<file path="src/rtl/jpeg_capture_ctrl.sv">
`default_nettype none
// ============================================================================
// Module   : jpeg_capture_ctrl
// Purpose  : Capture sequencer between the host registers and the JPEG
//            encoder, running on the pixel clock. Latches the per-capture
//            configuration, pulses the encoder start strobe, gates encoder
//            words into the image-buffer write port, and detects completion,
//            timeout, overflow and abort.
// Ports    : pixel_clock_in / pixel_reset_in      clock, sync active-high reset
//            capture_req_in, abort_in             host 1-cycle commands
//            qf/x/y_size_req_in                   requested configuration
//            frame_valid_in                       sensor frame valid
//            enc_*_in                             encoder output stream/status
//            start_capture_out, qf/x/y_size_out   encoder control
//            buf_wr_*_out                         image-buffer write port
//            busy/done/error/image_size/frame_count_out  status
// Revision : 1.0  initial release
// ============================================================================
module jpeg_capture_ctrl #(
  parameter int SENSOR_X_SIZE  = 720,
  parameter int SENSOR_Y_SIZE  = 720,
  parameter int TIMEOUT_FRAMES = 4,
  parameter int BUFFER_WORDS   = 16384,
  localparam int XW = $clog2(SENSOR_X_SIZE),
  localparam int YW = $clog2(SENSOR_Y_SIZE)
) (
  input  logic          pixel_clock_in,
  input  logic          pixel_reset_in,
  input  logic          capture_req_in,
  input  logic          abort_in,
  input  logic [1:0]    qf_select_req_in,
  input  logic [XW-1:0] x_size_req_in,
  input  logic [YW-1:0] y_size_req_in,
  input  logic          frame_valid_in,
  input  logic [31:0]   enc_data_in,
  input  logic [15:0]   enc_address_in,
  input  logic          enc_data_valid_in,
  input  logic          enc_image_valid_in,
  output logic          start_capture_out,
  output logic [1:0]    qf_select_out,
  output logic [XW-1:0] x_size_out,
  output logic [YW-1:0] y_size_out,
  output logic          buf_wr_en_out,
  output logic [13:0]   buf_wr_addr_out,
  output logic [31:0]   buf_wr_data_out,
  output logic          busy_out,
  output logic          done_out,
  output logic [1:0]    error_out,
  output logic [15:0]   image_size_out,
  output logic [7:0]    frame_count_out
);

  localparam logic [31:0] C_BUF_WORDS = 32'(BUFFER_WORDS);
  localparam logic [7:0]  C_TIMEOUT   = 8'(TIMEOUT_FRAMES);

  localparam logic [1:0] C_ERR_NONE    = 2'b00;
  localparam logic [1:0] C_ERR_TIMEOUT = 2'b01;
  localparam logic [1:0] C_ERR_OVFL    = 2'b10;
  localparam logic [1:0] C_ERR_ABORT   = 2'b11;

  typedef enum logic [1:0] {
    ST_IDLE    = 2'd0,
    ST_CAPTURE = 2'd1,
    ST_DONE    = 2'd2,
    ST_ERROR   = 2'd3
  } state_t;

  state_t        r_state;
  logic          r_start;
  logic [1:0]    r_qf;
  logic [XW-1:0] r_x;
  logic [YW-1:0] r_y;
  logic          r_wr_en;
  logic [13:0]   r_wr_addr;
  logic [31:0]   r_wr_data;
  logic          r_busy;
  logic          r_done;
  logic [1:0]    r_error;
  logic [15:0]   r_image_size;
  logic [7:0]    r_frame_count;
  logic          r_fv_d;

  logic [13:0] w_word_addr;
  logic        w_addr_oob;
  logic        w_overflow;
  logic        w_wr_ok;
  logic        w_frame_end;
  logic [7:0]  w_fc_inc;
  logic        w_timeout;
  logic        w_start_ok;

  assign w_word_addr = enc_address_in[15:2];
  // Compare at 32 bits so any BUFFER_WORDS value (including 16384) is exact.
  assign w_addr_oob  = ({18'd0, w_word_addr} >= C_BUF_WORDS);
  assign w_overflow  = enc_data_valid_in && w_addr_oob;
  assign w_wr_ok     = enc_data_valid_in && !w_addr_oob;
  assign w_frame_end = r_fv_d && !frame_valid_in;
  assign w_fc_inc    = (r_frame_count == 8'hFF) ? 8'hFF : (r_frame_count + 8'd1);
  // Timeout fires on the frame end that brings the count up to the limit.
  assign w_timeout   = w_frame_end && (w_fc_inc == C_TIMEOUT);
  assign w_start_ok  = capture_req_in && !abort_in &&
                       (x_size_req_in != '0) && (y_size_req_in != '0);

  always_ff @(posedge pixel_clock_in) begin
    if (pixel_reset_in) begin
      r_state       <= ST_IDLE;
      r_start       <= 1'b0;
      r_qf          <= '0;
      r_x           <= '0;
      r_y           <= '0;
      r_wr_en       <= 1'b0;
      r_wr_addr     <= '0;
      r_wr_data     <= '0;
      r_busy        <= 1'b0;
      r_done        <= 1'b0;
      r_error       <= C_ERR_NONE;
      r_image_size  <= '0;
      r_frame_count <= '0;
      r_fv_d        <= 1'b0;
    end else begin
      r_start <= 1'b0;
      r_wr_en <= 1'b0;
      r_fv_d  <= frame_valid_in;

      case (r_state)
        ST_CAPTURE: begin
          if (w_frame_end) begin
            r_frame_count <= w_fc_inc;
          end
          // Address/data registers only move on an accepted word.
          if (w_wr_ok) begin
            r_wr_en   <= 1'b1;
            r_wr_addr <= w_word_addr;
            r_wr_data <= enc_data_in;
          end
          // Exit priority: overflow, done, abort, timeout.
          if (w_overflow) begin
            r_state <= ST_ERROR;
            r_busy  <= 1'b0;
            r_error <= C_ERR_OVFL;
          end else if (enc_image_valid_in) begin
            r_state      <= ST_DONE;
            r_busy       <= 1'b0;
            r_done       <= 1'b1;
            r_image_size <= enc_address_in;
          end else if (abort_in) begin
            r_state <= ST_ERROR;
            r_busy  <= 1'b0;
            r_error <= C_ERR_ABORT;
          end else if (w_timeout) begin
            r_state <= ST_ERROR;
            r_busy  <= 1'b0;
            r_error <= C_ERR_TIMEOUT;
          end
        end

        default: begin
          // IDLE, DONE and ERROR all accept a new capture and otherwise hold.
          if (w_start_ok) begin
            r_state       <= ST_CAPTURE;
            r_start       <= 1'b1;
            r_qf          <= qf_select_req_in;
            r_x           <= x_size_req_in;
            r_y           <= y_size_req_in;
            r_busy        <= 1'b1;
            r_done        <= 1'b0;
            r_error       <= C_ERR_NONE;
            r_image_size  <= '0;
            r_frame_count <= '0;
          end
        end
      endcase
    end
  end

  assign start_capture_out = r_start;
  assign qf_select_out     = r_qf;
  assign x_size_out        = r_x;
  assign y_size_out        = r_y;
  assign buf_wr_en_out     = r_wr_en;
  assign buf_wr_addr_out   = r_wr_addr;
  assign buf_wr_data_out   = r_wr_data;
  assign busy_out          = r_busy;
  assign done_out          = r_done;
  assign error_out         = r_error;
  assign image_size_out    = r_image_size;
  assign frame_count_out   = r_frame_count;

endmodule
`default_nettype wire

</file>
<file path="config.mk">
export PLATFORM = sky130hd
export DESIGN_NAME = jpeg_capture_ctrl
export DESIGN_NICKNAME = d
export VERILOG_FILES = /design/src/rtl/jpeg_capture_ctrl.sv
export SDC_FILE = /design/constraint.sdc
export NUM_CORES = 1
export LEC_CHECK = 0
export CORE_UTILIZATION = 37
export DETAILED_ROUTE_END_ITERATION = 12
export PLACE_DENSITY = 0.78
export SETUP_SLACK_MARGIN = 0.05
export SYNTH_ARGS = -nofsm -noshare
export SYNTH_HDL_FRONTEND = slang
export SYNTH_SLANG_ARGS = --single-unit
</file>
<file path="constraint.sdc">
create_clock -name pixel_clock_in -period 1.9 [get_ports pixel_clock_in]
set_input_delay 0.19 -clock pixel_clock_in [delete_from_list [all_inputs] [get_ports pixel_clock_in]]
set_output_delay 0.19 -clock pixel_clock_in [all_outputs]
set_load 0.01 [all_outputs]
</file>
Word-level counts from Yosys, hierarchy flattened
Cells that the tools add are included.

word-level totals
  logic and storage cells = 69
  output and inout bits = 98
  input bits = 77
  register bits after elaboration = 101

cells by class
  bitwise logic cells = 1
  mux-type cells = 27
  reductions and logical operators = 18
  add/sub/neg operators = 1
  eq/ne operators = 8

operators with widths
  operator                                                          count
  16-bit two-way mux                                                3
  8-bit two-way mux                                                 4
  2-bit two-way mux                                                 10
  10-bit nonzero test                                               2
  1-bit two-way mux                                                 10
  2-bit AND reduction                                               5
  8-bit by 1-bit adder with 8-bit output (second input constant)    1
  8-bit by 3-bit == test with 1-bit output (second input constant)  1
  8-bit == test (second input constant)                             1
  2-bit inequality test (second input constant)                     3
  1-bit logical AND                                                 5
  4-bit inequality test (second input constant)                     1
  2-bit OR reduction                                                2
  3-bit inequality test (second input constant)                     1
  3-bit AND reduction                                               1
  2-bit by 1-bit == test with 1-bit output (second input constant)  1
  1-bit logical NOT                                                 2
  2-bit nonzero test                                                1
  1-bit inverter                                                    1

Longest topological paths before layout
  depth after elaboration = 8
  depth in mapped cells = 7
  mapped depth without buffers = 6

Worst setup path before layout
No wires, ideal clock.

  kind = flip-flop to flip-flop
  start point = reg r_frame_count[0], in the netlist frame_count_out[0]
  end point = reg r_busy, in the netlist busy_out
  arrival = 1,833 ps
  setup time = 116 ps
  data required time = 1,784 ps
  path slack = -49 ps
  period minus slack after synthesis = 1,949 ps
  path buffers = 0
  stages on the path, launching flop included = 7
  path through = dfxtp_1 > ha_1 > and3_2 > nand3_1 > a2111o_1 > a21o_1 > a31o_1

on the way
  longest elaborated chain between the ends = 6
  elaborated cells between the ends (all ways) = 7
  classes of those cells = add/sub (1); eq/ne (3); mux (1); reduce/logical (2)

RTL lines
  element                                                                         RTL line  text
  from (decl)                                                                     80        logic [7:0] r_frame_count;
  from (signal assigned)                                                          128       r_frame_count <= w_fc_inc;
  8-bit by 1-bit adder with 8-bit output / 8-bit == test (equally long branches)  98        assign w_fc_inc = (r_frame_count == 8'hFF) ? 8'hFF : (r_frame_count + 8'd1);
  8-bit two-way mux (*)                                                           98
  8-bit by 3-bit == test with 1-bit output (*)                                    100       assign w_timeout = w_frame_end && (w_fc_inc == C_TIMEOUT);
  1-bit logical AND (*)                                                           100
  4-bit inequality test (no line) (*)                                             n/a
  2-bit AND reduction (no line) (*)                                               n/a
  to (signal assigned)                                                            114       r_busy <= 1'b0;
  to (signal assigned)                                                            139       r_busy <= 1'b0;
  to (signal assigned)                                                            143       r_busy <= 1'b0;
  to (decl)                                                                       76        logic r_busy;

Every way passes the cells marked *; elsewhere a longest branch is shown, timed or not.
A chain may end at the register's enable or synchronous reset.

Worst setup path in the final report
Ends and elaborated chain as after synthesis.

==> metrics.md <==
| Metric | Value |
|---|---|
| Number of register bits inferred by synthesis | `just over 100` |
| Setup TNS | `0 ns` |
| Finished Layout Cells | `about 800` |
| Insertion delay of the later-clocked pin in the worst-skew pair | `0.36 ns` |
| Run status | `finished clean` |
| Post-place setup slack | `-0.05472 ns` |
| Clock tree buffer depth | `2` |
| Setup repair after global routing missed its margin | `no` |
| Number of endpoints with negative hold slack in the final report | `0` |
| Wire per inst | `14.88 um` |
| Final Max Tran Viols | `0` |
| Ports placed on the boundary | `about 180` |
| Drt first-iter violations | `about 210` |
| Tightest Hold Check Type | `primary input to flip-flop` |
| Mean instance size in the synthesized netlist | `approximately 8.3 sq um` |
| Total Die Area | `approximately 11000 sq um` |
| Global-route wire length before repair | `18540 um` |
| Leak | `~2.3 nW` |
| Core ar. | `between 9000 and 10000 sq um` |
| Antenna violations before repair | `0` |
| Area added between synthesis and finish | `59.48%` |
| Main flop type after synthesis | `sky130_fd_sc_hd__dfxtp_1` |
| RD Place Congestion | `approximately 0.82` |
| Yosys top cell area share | `a little over half` |
| Post-layout net count | `just over 700` |
| Min Clock Period, post-route | `about 1.8 ns` |
| Cell accounting for the most synthesized area | `sky130_fd_sc_hd__dfxtp_1` |
| Die Y | `just over 100 um` |
| Number of distinct library cells after synthesis | `a little over 40` |
| Reg clk slew, reported paths | `about 0.090 ns` |
| Library cell used as clock root buffer | `sky130_fd_sc_hd__clkbuf_8` |
| Fraction of registers with async set/reset | `0%` |
| Via count | `just under 4000` |
| Std cell rows | `36` |
| Endpoint arrival time on the critical path | `~2.0 ns` |
| Detail Route Antenna Nets | `0` |
| Ant diodes | `0` |
| Crit path kind | `flip-flop to flip-flop` |
| Commonest non-fill, non-tap cells in the layout | `sky130_fd_sc_hd__clkdlybuf4s50_1, sky130_fd_sc_hd__nand2_1, sky130_fd_sc_hd__dfxtp_1` |
| Syn_nets | `approximately 540` |
| Hold_ws | `0.1740 ns` |
| Required time reported for the critical path endpoint | `between 2 and 2.5 ns` |
| Final Total Pwr | `4.270 mW` |
| DPL Wire Length | `approximately 8400 um` |
| Crit-path max FO | `4` |
| Leading post-synthesis cells by cell area | `sky130_fd_sc_hd__dfxtp_1, sky130_fd_sc_hd__nand2_1, sky130_fd_sc_hd__a21oi_1` |
| H-tree level count | `3` |
| Area of all placed cells without fillers | `around 6100 sq um` |
| Hold bufs inserted after CTS | `0` |
| GRT Total Usage | `21.00%` |
| Tcrit/Tclk final | `around 95%` |
| Drt via density | `between 4 and 5` |
| Synthesized instance count | `roughly 460` |
| Max-Cap Viols | `0` |
| Count of placed standard cells including taps | `about 760` |
| Normalized max-slew margin | `63.66%` |
| R2R setup slack | `0.10 ns` |
| Syn. warnings | `0` |
| CTS tree | `yes` |
| Slew at the pin with the worst max-slew slack | `about 0.54 ns` |
| Die X | `103.9 um` |
| Pwr Density | `697.0 nW/um^2` |
| Syn Std Cell Area | `around 3800 sq um` |
| Sequential share of the synthesized area | `52.64%` |
| Leading cell type in the layout, fill and taps excluded | `sky130_fd_sc_hd__clkdlybuf4s50_1` |
| Startpoint types | `flip-flop` |
| First-pass DRT Iterations | `4` |
| Fmax | `around 560 MHz` |
| Final setup fails | `0` |
| Pin count of the biggest net entering global routing | `71` |
| Final routed wirelength across all metal layers | `approximately 12000 um` |
| Critical path capture point type | `flip-flop` |
| Finished Core Util | `61.82%` |
| Layout Skew | `0.006976 ns` |
| Number of port buffers | `174` |
| Residual DRC | `0` |
| Number of global-route vias before repair | `between 3000 and 4000` |
| Number of enable-type register cells in the synthesized netlist | `0` |
| Placement Cell Area | `5846 sq um` |
| Setup slack of the critical path after layout | `between 0.1 and 0.15 ns` |
| TritonCTS Buffers | `9` |
| Total congestion overflow | `0` |
| Largest vdd supply drop | `around 0.44 mV` |
| Starting utilization of the core area | `about two fifths` |
| Share of cells above drive strength 1 | `9.553%` |
| Count of clock tree sinks | `101` |
[layer usage]
| metal | part of all wire [%] | wire length [um] | vias up | global-route usage, % |
|---|---|---|---|---|
| li1 | - | - | 1920 | - |
| met1 | 42 | 4840 | 1835 | 24.94 |
| met2 | 51 | 5914 | 136 | 36.86 |
| met3 | 6.0 | 698 | 16 | 4.574 |
| met4 | 1.6 | 182 | 0 | 8.061 |
| met5 | 0 | 0 | - | 0 |
[cells in the mapped netlist (2+ instances only)]
cell type and number:
sky130_fd_sc_hd__a21oi_1 72, sky130_fd_sc_hd__a41o_1 2, sky130_fd_sc_hd__and2_1 3, sky130_fd_sc_hd__and3_1 2
sky130_fd_sc_hd__and3_2 2, sky130_fd_sc_hd__buf_2 8, sky130_fd_sc_hd__clkbuf_1 22, sky130_fd_sc_hd__dfxtp_1 101
sky130_fd_sc_hd__inv_1 3, sky130_fd_sc_hd__mux2i_1 23, sky130_fd_sc_hd__nand2_1 117, sky130_fd_sc_hd__nand3_1 24
sky130_fd_sc_hd__nand4_1 2, sky130_fd_sc_hd__nor2_1 35, sky130_fd_sc_hd__nor2b_1 3, sky130_fd_sc_hd__nor3_1 7
sky130_fd_sc_hd__nor4_1 4, sky130_fd_sc_hd__o211ai_1 3, sky130_fd_sc_hd__o21ai_0 6
[flip-flops by register name, summed over array words and instances, names as in the netlist]
signal             count
r_state                2
x_size_out            10
y_size_out            10
error_out              2
buf_wr_data_out       32
qf_select_out          2
buf_wr_en_out          1
done_out               1
frame_count_out        8
start_capture_out      1
busy_out               1
image_size_out        16
r_fv_d                 1
buf_wr_addr_out       14
[final cells by class]
cell class	instances	area, sq um
multi-input cells	325	1704
flip-flops and latches	101	2034
repair buffers	204	1999
fillers	880	3784
clock buffers	12	165.2
well taps	133	166.4
inverters	3	11.26
clock inverters	4	45.04
[critical path, cell delays in order (launching register included)]
cell and delay [ns]:
sky130_fd_sc_hd__dfxtp_4 0.37, sky130_fd_sc_hd__ha_4 0.17, sky130_fd_sc_hd__or4b_4 0.54, sky130_fd_sc_hd__a41o_1 0.25, sky130_fd_sc_hd__a21o_1 0.17, sky130_fd_sc_hd__a31o_1 0.19
[report_power, final]
part           switching, mW  total [mW]  leakage, nW  internal (mW)
Sequential            0.0383        2.22        0.823           2.19
Combinational          0.272       0.629         1.35          0.357
Clock                  0.705        1.42        0.112          0.711
[kinds of logic after synthesis]
group / Yosys count / synth area share [%]
flip-flops: 101 / 52.64
AND/OR/NAND/NOR: 207 / 23.29
adder cells (fa/ha/maj): 1 / 0.3257
buffers and inverters: 35 / 4.039
multiplexers: 23 / 5.993
AO/OA/AOI/OAI: 92 / 13.26
XOR/XNOR: 2 / 0.4561
[final timing paths]
path                       start             endpoint  cells after the start
max           frame_count_out[0]             busy_out                      5
min               pixel_reset_in           r_state[1]                      2
max reg2reg   frame_count_out[0]             busy_out                      5
min reg2reg  buf_wr_data_out[31]  buf_wr_data_out[31]                      2
[timing repair]
item / CTS / global route
endpoints found under the setup margin: 2 / 3
pin swaps: 4 / 7
buffers inserted: 3 / 2
resized for setup: 4 / 6
Note: power is estimated with default switching activity, not from simulation.
